## config.mk

```make
export PLATFORM = sky130hd
export DESIGN_NAME = hdlc_tx_framer
export DESIGN_NICKNAME = d
export VERILOG_FILES = /design/src/rtl/hdlc_pkg.sv /design/src/rtl/hdlc_fcs16.sv /design/src/rtl/hdlc_tx_framer.sv
export SDC_FILE = /design/constraint.sdc
export NUM_CORES = 1
export LEC_CHECK = 0
export BUFFER_PORTS_ARGS = -buffer_cell sky130_fd_sc_hd__buf_2
export CAP_MARGIN = 20
export CORE_MARGIN = 4
export CORE_UTILIZATION = 55
export CTS_BUF_LIST = sky130_fd_sc_hd__clkbuf_16
export DETAILED_ROUTE_END_ITERATION = 12
export PLACE_DENSITY = 0.77
export SLEW_MARGIN = 20
export SYNTH_ARGS = -nofsm -noshare
export SYNTH_HDL_FRONTEND = slang
export SYNTH_SLANG_ARGS = --single-unit
```

## constraint.sdc

```tcl
create_clock -name Clk -period 5.6 [get_ports Clk]
set_input_delay 0.28 -clock Clk [delete_from_list [all_inputs] [get_ports Clk]]
set_output_delay 0.28 -clock Clk [all_outputs]
set_load 0.01 [all_outputs]
```

## src/rtl/hdlc_pkg.sv

```systemverilog
// Shared HDLC definitions used by both the Tx framer and the Rx deframer.
package hdlc_pkg;
    typedef enum logic [2:0] {IDLE, SFLAG, DATA, FCS, EFLAG, ABORT} tx_state_t;

    localparam logic [7:0]  FLAG     = 8'h7E;
    localparam logic [15:0] FCS_POLY = 16'h8408;
    localparam logic [15:0] FCS_INIT = 16'hFFFF;
    localparam logic [15:0] FCS_GOOD = 16'hF0B8;

    // One bit of reflected CRC-16/X.25.
    function automatic logic [15:0] fcs_step(input logic [15:0] crc, input logic bit_in);
        logic [15:0] shifted;
        shifted = {1'b0, crc[15:1]};
        return (crc[0] ^ bit_in) ? (shifted ^ FCS_POLY) : shifted;
    endfunction
endpackage

```

## src/rtl/hdlc_fcs16.sv

```systemverilog
// Bit-serial CRC-16/X.25 accumulator, one unstuffed bit per enabled cycle.
module hdlc_fcs16
    import hdlc_pkg::*;
(
    input  logic        clk,
    input  logic        rst,
    input  logic        clear,
    input  logic        enable,
    input  logic        bit_in,
    output logic [15:0] result
);
    always_ff @(posedge clk or posedge rst) begin
        if (rst) begin
            result <= FCS_INIT;
        end else if (clear) begin
            result <= FCS_INIT;
        end else if (enable) begin
            result <= fcs_step(result, bit_in);
        end
    end
endmodule

```

## src/rtl/hdlc_tx_framer.sv

```systemverilog
// HDLC transmit framer: flags, zero-inserted payload and FCS, abort and idle line.
module hdlc_tx_framer
    import hdlc_pkg::*;
#(
    parameter int FCS_EN     = 1,
    parameter int ABORT_ONES = 8
) (
    input  logic       Clk,
    input  logic       Rst,
    input  logic       Tx_Start,
    input  logic [7:0] Tx_Data,
    input  logic       Tx_DataValid,
    input  logic       Tx_DataLast,
    output logic       Tx_DataReady,
    input  logic       Tx_AbortReq,
    output logic       Tx,
    output logic       Tx_ValidFrame,
    output logic       Tx_Busy,
    output logic       Tx_Done,
    output logic       Tx_AbortedTrans
);
    localparam logic [3:0] ABORT_LAST = 4'(ABORT_ONES - 1);

    tx_state_t   state, state_nxt, load_state;
    logic [3:0]  bit_cnt, bit_cnt_nxt;  // index of the bit now on Tx; wide enough for a 16-bit abort
    logic [2:0]  ones, ones_nxt;
    logic [7:0]  shift, shift_nxt, load_byte;
    logic        last, last_nxt, fcs_hi, fcs_hi_nxt;
    logic        tx_q, tx_nxt, done_q, done_nxt, aborted_q, aborted_nxt;
    logic        fcs_clear, fcs_en, fcs_bit, ready, do_abort, do_load;
    logic [15:0] fcs;

    hdlc_fcs16 u_fcs (
        .clk    (Clk),
        .rst    (Rst),
        .clear  (fcs_clear),
        .enable (fcs_en),
        .bit_in (fcs_bit),
        .result (fcs)
    );

    always_comb begin
        state_nxt   = state;
        bit_cnt_nxt = bit_cnt;
        ones_nxt    = ones;
        shift_nxt   = shift;
        last_nxt    = last;
        fcs_hi_nxt  = fcs_hi;
        tx_nxt      = 1'b1;
        done_nxt    = 1'b0;
        aborted_nxt = 1'b0;
        fcs_clear   = 1'b0;
        fcs_en      = 1'b0;
        fcs_bit     = 1'b0;
        ready       = 1'b0;
        do_abort    = 1'b0;
        do_load     = 1'b0;
        load_state  = DATA;
        load_byte   = Tx_Data;

        case (state)
            IDLE: begin
                if (Tx_Start) begin
                    state_nxt   = SFLAG;
                    bit_cnt_nxt = '0;
                    ones_nxt    = '0;
                    tx_nxt      = FLAG[0];
                    fcs_clear   = 1'b1;
                end
            end
            SFLAG: begin
                if (Tx_AbortReq) begin
                    do_abort = 1'b1;
                end else if (bit_cnt != 4'd7) begin
                    bit_cnt_nxt = bit_cnt + 4'd1;
                    tx_nxt      = FLAG[bit_cnt_nxt[2:0]];
                end else begin
                    ready    = 1'b1;
                    do_load  = Tx_DataValid;
                    do_abort = !Tx_DataValid;
                end
            end
            DATA, FCS: begin
                // A stuffed zero holds the shift register and bit counter for one cycle.
                if (Tx_AbortReq) begin
                    do_abort = 1'b1;
                end else if (ones == 3'd5) begin
                    tx_nxt   = 1'b0;
                    ones_nxt = '0;
                end else if (bit_cnt != 4'd7) begin
                    bit_cnt_nxt = bit_cnt + 4'd1;
                    shift_nxt   = {1'b0, shift[7:1]};
                    tx_nxt      = shift[1];
                    ones_nxt    = shift[1] ? ones + 3'd1 : 3'd0;
                    fcs_en      = (state == DATA);
                    fcs_bit     = shift[1];
                end else if (state == DATA && !last) begin
                    ready    = 1'b1;
                    do_load  = Tx_DataValid;
                    do_abort = !Tx_DataValid;
                end else if (state == DATA && FCS_EN != 0) begin
                    do_load    = 1'b1;
                    load_state = FCS;
                    load_byte  = ~fcs[7:0];
                    fcs_hi_nxt = 1'b0;
                end else if (state == FCS && !fcs_hi) begin
                    do_load    = 1'b1;
                    load_state = FCS;
                    load_byte  = ~fcs[15:8];
                    fcs_hi_nxt = 1'b1;
                end else begin
                    state_nxt   = EFLAG;
                    bit_cnt_nxt = '0;
                    ones_nxt    = '0;
                    tx_nxt      = FLAG[0];
                end
            end
            EFLAG: begin
                if (bit_cnt != 4'd7) begin
                    bit_cnt_nxt = bit_cnt + 4'd1;
                    tx_nxt      = FLAG[bit_cnt_nxt[2:0]];
                end else begin
                    state_nxt = IDLE;
                    done_nxt  = 1'b1;
                end
            end
            ABORT: begin
                if (bit_cnt != ABORT_LAST) begin
                    bit_cnt_nxt = bit_cnt + 4'd1;
                end else begin
                    state_nxt   = IDLE;
                    aborted_nxt = 1'b1;
                end
            end
            default: state_nxt = IDLE;
        endcase

        if (do_abort) begin
            state_nxt   = ABORT;
            bit_cnt_nxt = '0;
            ones_nxt    = '0;
            tx_nxt      = 1'b0;
        end
        if (do_load) begin
            state_nxt   = load_state;
            shift_nxt   = load_byte;
            bit_cnt_nxt = '0;
            tx_nxt      = load_byte[0];
            ones_nxt    = load_byte[0] ? ones + 3'd1 : 3'd0;
            if (load_state == DATA) begin
                last_nxt = Tx_DataLast;
                fcs_en   = 1'b1;
                fcs_bit  = load_byte[0];
            end
        end
    end

    always_ff @(posedge Clk or posedge Rst) begin
        if (Rst) begin
            state     <= IDLE;
            bit_cnt   <= '0;
            ones      <= '0;
            last      <= 1'b0;
            fcs_hi    <= 1'b0;
            tx_q      <= 1'b1;
            done_q    <= 1'b0;
            aborted_q <= 1'b0;
        end else begin
            state     <= state_nxt;
            bit_cnt   <= bit_cnt_nxt;
            ones      <= ones_nxt;
            last      <= last_nxt;
            fcs_hi    <= fcs_hi_nxt;
            tx_q      <= tx_nxt;
            done_q    <= done_nxt;
            aborted_q <= aborted_nxt;
        end
    end

    always_ff @(posedge Clk) begin
        shift <= shift_nxt;
    end

    assign Tx              = tx_q;
    assign Tx_DataReady    = ready;
    assign Tx_Busy         = (state != IDLE);
    assign Tx_ValidFrame   = (state != IDLE);
    assign Tx_Done         = done_q;
    assign Tx_AbortedTrans = aborted_q;
endmodule

```

==> flow_summary.json, run 1 <==
{
  "status": "finished, final reports clean",
  "die_h_um": 71.5,
  "initialDrtViolationCount": 191,
  "grt_pass1_vias": 1709,
  "r2r-end": "u_fcs.result[10]",
  "ys_warn_count": 0,
  "drtPass1Iterations": 5,
  "end_kind": "flop",
  "clk_pin_slew_ns": 0.06,
  "crit_path_cell_trace": "nor2b_1, nand3_1, a221o_1, o22ai_2, a21boi_1, a21oi_1",
  "setup_viol": 0,
  "clkLatencyLatePin_ns": 0.28,
  "synthFlopType": "dfstp_2",
  "overflow": 0,
  "skew_ns": 0.00506,
  "reg2reg_slack_ns": 2.14,
  "crit_path_end": "u_fcs.result[10]",
  "postSynthAreaPerCell_um2": 8.73,
  "drc": 0,
  "die_w_um": 71.5,
  "initial_utilization": 0.588,
  "r2r-start": "state[1]",
  "routed_wl_um": 4980,
  "ant_nets": 0,
  "r2r_cells": 6,
  "final.fill_count": 314,
  "cts_buffer_depth": 2,
  "grt_setup_unrepaired": "no",
  "final_cell_mix": "45 x nor2_1, 29 x nand2_1, 26 x a21oi_1, 19 x buf_2, 17 x dfstp_2",
  "cp-start-kind": "flop",
  "synthArstFlopShare": 0.816,
  "p_leak_nw": 1.05,
  "mostFrequentLayoutCell": "nor2_1",
  "cts_buffers": 5,
  "ys_seq_area_frac": 0.454,
  "vias": 1878,
  "dpl.hpwl_um": 3550,
  "grt_start_max_net_pins": 32,
  "holdWs_ns": 0.0721,
  "grt_pass1_wl_um": 8320,
  "h-tree-depth": 2,
  "ys_types": 55,
  "synth-seq-cells": 38,
  "critPathLaunch": "state[1]",
  "period_share": 0.617,
  "n_antenna_cell": 0,
  "crit_required_ns": 5.80,
  "slew-limit-headroom": 0.300,
  "clkSinkCount": 38,
  "fin_crit_ns": 3.46,
  "post_cts_buffers": 0,
  "cts_hold_buf": 0,
  "critPathArrivalTime_ns": 3.66,
  "dieArea_um2": 5110,
  "crit_type": "reg2reg",
  "core_area_um2": 3770,
  "drive_gt1_frac": 0.205,
  "portBuffers": 19,
  "min-delay-path-class": "in2async",
  "critPathSlowestCell": "o22ai_2",
  "syn2layout_area_growth_pct": 10.5,
  "synth_edf_count": 7,
  "cts_root_buffer": "clkbuf_16",
  "fmax_mhz": 289,
  "setup_tns_ns": 0,
  "hold_viol": 0,
  "io-pin-count": 20,
  "synthesis.area_um2": 2220,
  "worstMarginPinSlew_ns": 1.05,
  "rows": 22,
  "gp_congestion": 0.936,
  "syn-instance-count": 254,
  "powerDensity_nw_per_um2": 458,
  "cts_tree": "yes",
  "ctsResizeCount": 0,
  "avgViaCountPerCell": 5.94,
  "synth_fp_nets": 271,
  "slowest_delay_ns": 0.96,
  "critPathMaxFanout": 30,
  "cap_viol_max_count": 0,
  "nets": 284,
  "antenna_found_initial": 0,
  "finalMaxSlewViolations": 0,
  "grt_usage": 0.207,
  "avgRoutedWirePerCell_um": 15.7,
  "vdd_drop_max_mv": 0.376
}
through the flow:
step                      instances  total power, mW  instance area [µm²]  setup WS, ns  utilization
after CTS                       316             1.12                 2450          2.22        0.650
final                           316             1.12                 2450          2.14        0.650
after floorplan                 254            0.767                 2220          3.34            -
after global placement          308            0.842                 2310          2.33        0.613
after detailed placement        308            0.849                 2310          2.21        0.613
after global routing            316             1.20                 2450          1.91        0.650
Yosys cell counts (all sizes together) (2+ instances only):
library cell	instances	area share
nor2	45	0.076
nand2	29	0.049
a21oi	27	0.063
dfstp	17	0.20
dfrtp	14	0.16
o21ai	14	0.032
nand3	9	0.020
nor3	9	0.028
buf	8	0.021
edfxtp	7	0.095
inv	7	0.012
o211ai	7	0.024
clkbuf	6	0.010
nor2b	6	0.017
xnor2	4	0.016
a211o	3	0.012
ha	3	0.017
nand2b	3	0.0085
or3	3	0.0085
a211oi	2	0.0068
mux2	2	0.010
or2	2	0.0056
how the worst min path moves through the flow:
| stage | slack, ns | endpoint | depth (start not counted) | from |
|---|---|---|---|---|
| finish | 0.07 | ones[0] | 3 | Rst |
| global route | 0.10 | ones[1] | 3 | Rst |
| CTS | 0.08 | bit_cnt[1] | 3 | Rst |
| detailed placement | 0.38 | ones[1] | 3 | Rst |
| global placement | 0.37 | ones[1] | 3 | Rst |
| floorplan | 0.37 | Tx_AbortedTrans | 1 | Rst |
cell families (layout without fill, tap and decap cells):
group,count (synthesis),in the layout,synth area share
compound gates,69,69,0.203
xor+xnor,5,5,0.0197
fa+ha+maj,3,3,0.0169
buf+inv,21,35,0.0434
flops,38,38,0.454
mux,2,2,0.0102
simple gates,116,116,0.253
registers in the layout (all words and copies together), names as in the netlist, 3 cells and up:
name          count
bit_cnt           4
ones              3
shift             7
state             3
u_fcs.result     16
routing by layer:
metal | GRT usage | share of wire | vias up
li1 | - | - | 923
met1 | 0.311 | 0.48 | 885
met2 | 0.289 | 0.44 | 64
met3 | 0.0645 | 0.073 | 6
met4 | 0.0522 | 0.011 | 0
met5 | 0 | 0 | -
power by group:
group          switching, mW  internal, mW
clock                  0.110         0.163
combinational          0.186         0.151
sequential             0.109         0.406
critical path, delay by kind of cell, from the launching register on:
kind,cells,cell delay [ns]
AO/OA/AOI/OAI,4,2.08
flip-flops,1,0.71
AND/OR/NAND/NOR,2,0.59
area by class of cell:
cell class	instances	area [µm²]	share of cell area
inverter	7	26.3	0.0107
sequential	38	1010	0.411
clock inverter	3	16.3	0.00663
timing repair buffer	20	103	0.0418
tap	48	60.1	0.0245
clock buffer	5	125	0.0510
multi-input combinational	195	1110	0.455
Power figures use the tool's default switching activity.
==> run 2: changes to the inputs <==
==> constraint.sdc (replaced) <==
create_clock -name Clk -period 3.6 [get_ports Clk]
set_input_delay 0.18 -clock Clk [delete_from_list [all_inputs] [get_ports Clk]]
set_output_delay 0.18 -clock Clk [all_outputs]
set_load 0.01 [all_outputs]
==> flow_summary.json, run 2 (synthesis gave the netlist of run 1 again) <==
{
  "slew-limit-headroom": 0.369,
  "dpl-instance-area_um2": 2330,
  "cts_root_buffer": "clkbuf_16",
  "dieArea_um2": 5110,
  "h-tree-depth": 2,
  "routed_wl_um": 5030,
  "vias": 1927,
  "top_regs": "u_fcs.result (16), shift (7), bit_cnt (4)",
  "grt_start_max_net_pins": 30,
  "io-pin-count": 20,
  "r2r_cells": 7,
  "p_leak_nw": 1.07,
  "gp_congestion": 0.925,
  "post-route-util": 0.657,
  "drive_gt1_frac": 0.210,
  "cap_viol_max_count": 0,
  "initialDrtViolationCount": 387,
  "syn2layout_area_growth_pct": 11.6,
  "mostFrequentLayoutCell": "nor2_1",
  "core_area_um2": 3770,
  "clk_pin_slew_ns": 0.06,
  "overflow": 0,
  "setup_viol": 0,
  "fin_ws_ns": 0.908,
  "end_kind": "flop",
  "hold_viol": 0,
  "dpl_worst_slack_ns": 0.980,
  "cts_tree": "yes",
  "vdd_drop_max_mv": 0.479,
  "worstMarginPinSlew_ns": 0.943,
  "avgViaCountPerCell": 6.04,
  "setup_tns_ns": 0,
  "p_total_mw": 1.75,
  "clkSinkCount": 38,
  "avgRoutedWirePerCell_um": 15.8,
  "die_h_um": 71.5,
  "dpl.hpwl_um": 3600,
  "cp-start-kind": "flop",
  "hold_depth": 2,
  "grt_usage": 0.211,
  "hold_path_end": "last",
  "drc": 0,
  "grt_pass1_wl_um": 8560,
  "r2r-start": "bit_cnt[1]",
  "fin_crit_ns": 2.69,
  "status": "finished, final reports clean",
  "powerDensity_nw_per_um2": 707,
  "period_share": 0.748,
  "rows": 22,
  "final_cell_mix": "45 x nor2_1, 29 x nand2_1, 26 x a21oi_1, 19 x buf_2, 17 x dfstp_2",
  "initial_utilization": 0.588,
  "final_cell_area_um2": 2480,
  "grt_setup_unrepaired": "no",
  "fmax_mhz": 371,
  "portBuffers": 19,
  "largest_register": "u_fcs.result",
  "cts_buffer_depth": 2,
  "finalMaxSlewViolations": 0,
  "critPathMaxFanout": 23,
  "antenna_found_initial": 0,
  "grt_pass1_vias": 1794,
  "min-delay-path-class": "in2reg",
  "nets": 287,
  "crit_type": "reg2reg",
  "largest_reg_flops": 16,
  "ctsResizeCount": 0,
  "post_cts_buffers": 0,
  "drtPass1Iterations": 5,
  "crit_required_ns": 3.82,
  "critPathArrivalTime_ns": 2.91,
  "ant_nets": 0,
  "n_antenna_cell": 0,
  "r2r-end": "ones[2]",
  "cts_buffers": 5,
  "final.fill_count": 299,
  "reg2reg_slack_ns": 0.91,
  "skew_ns": 0.00528,
  "die_w_um": 71.5,
  "hp-start": "Tx_DataLast",
  "clkLatencyLatePin_ns": 0.28
}
-- run 2: changes by cell type in the layout (fill, tap and decap cells not counted) --
cell,before,now
dlygate4sd3_1,0,1
buf_4,1,3
clkinvlp_4,1,0
inv_4,0,1
-- run 2: cell type report --
| class | instances | area (µm²) | share of cell area |
|---|---|---|---|
| timing repair buffer | 23 | 128 | 0.0515 |
| sequential | 38 | 1010 | 0.407 |
| tap | 48 | 60.1 | 0.0243 |
| multi-input combinational | 195 | 1110 | 0.450 |
| clock buffer | 5 | 125 | 0.0505 |
| clock inverter | 3 | 15.0 | 0.00606 |
| inverter | 7 | 26.3 | 0.0106 |
-- run 2: power breakdown --
part | total (mW) | switching [mW] | internal, mW
Clock | 0.422 | 0.169 | 0.253
Sequential | 0.799 | 0.167 | 0.632
Combinational | 0.528 | 0.291 | 0.238
Total | 1.75 | 0.627 | 1.12
-- run 2: worst max-delay path, stage by stage (launching register included) --
cell and delay (ns):
dfrtp_1 0.40, ha_1 0.30, nand3b_4 0.15, or3_1 0.37, a221o_1 0.56, o31ai_1 0.55, o21ai_1 0.11, a21bo_1 0.19
-- run 2: routing by layer --
layer  track usage  up-vias  wire length, µm  part of all wire
met4        0.0501        0               78             0.016
met5             0        -                0                 0
li1              -      928                -                 -
met3        0.0463       12              331             0.066
met1         0.314      897             2390              0.48
met2         0.313       90             2220              0.44
-- run 2: through the flow --
stage / hold WS (ns) / cells
2_1_floorplan: 0.271 / 254
3_3_place_gp: 0.249 / 310
3_5_place_dp: 0.261 / 310
4_1_cts: 0.135 / 319
5_1_grt: 0.146 / 319
6_report: 0.135 / 319
-- run 2: timing repair --
item | CTS | global route
endpoints found under the hold margin | 13 | 0
hold buffers | 1 | 0
endpoints found under the setup margin | 0 | 0
-- run 2: worst max path at each step --
stage | from | end | slack [ns] | cells past startpoint
2_1_floorplan | bit_cnt[0] | shift[1] | 1.34 | 7
3_3_place_gp | state[2] | ones[2] | 1.02 | 6
3_5_place_dp | bit_cnt[1] | u_fcs.result[4] | 0.98 | 8
4_1_cts | bit_cnt[1] | u_fcs.result[4] | 0.95 | 8
5_1_grt | state[2] | u_fcs.result[1] | 0.68 | 7
6_report | bit_cnt[1] | ones[2] | 0.91 | 7
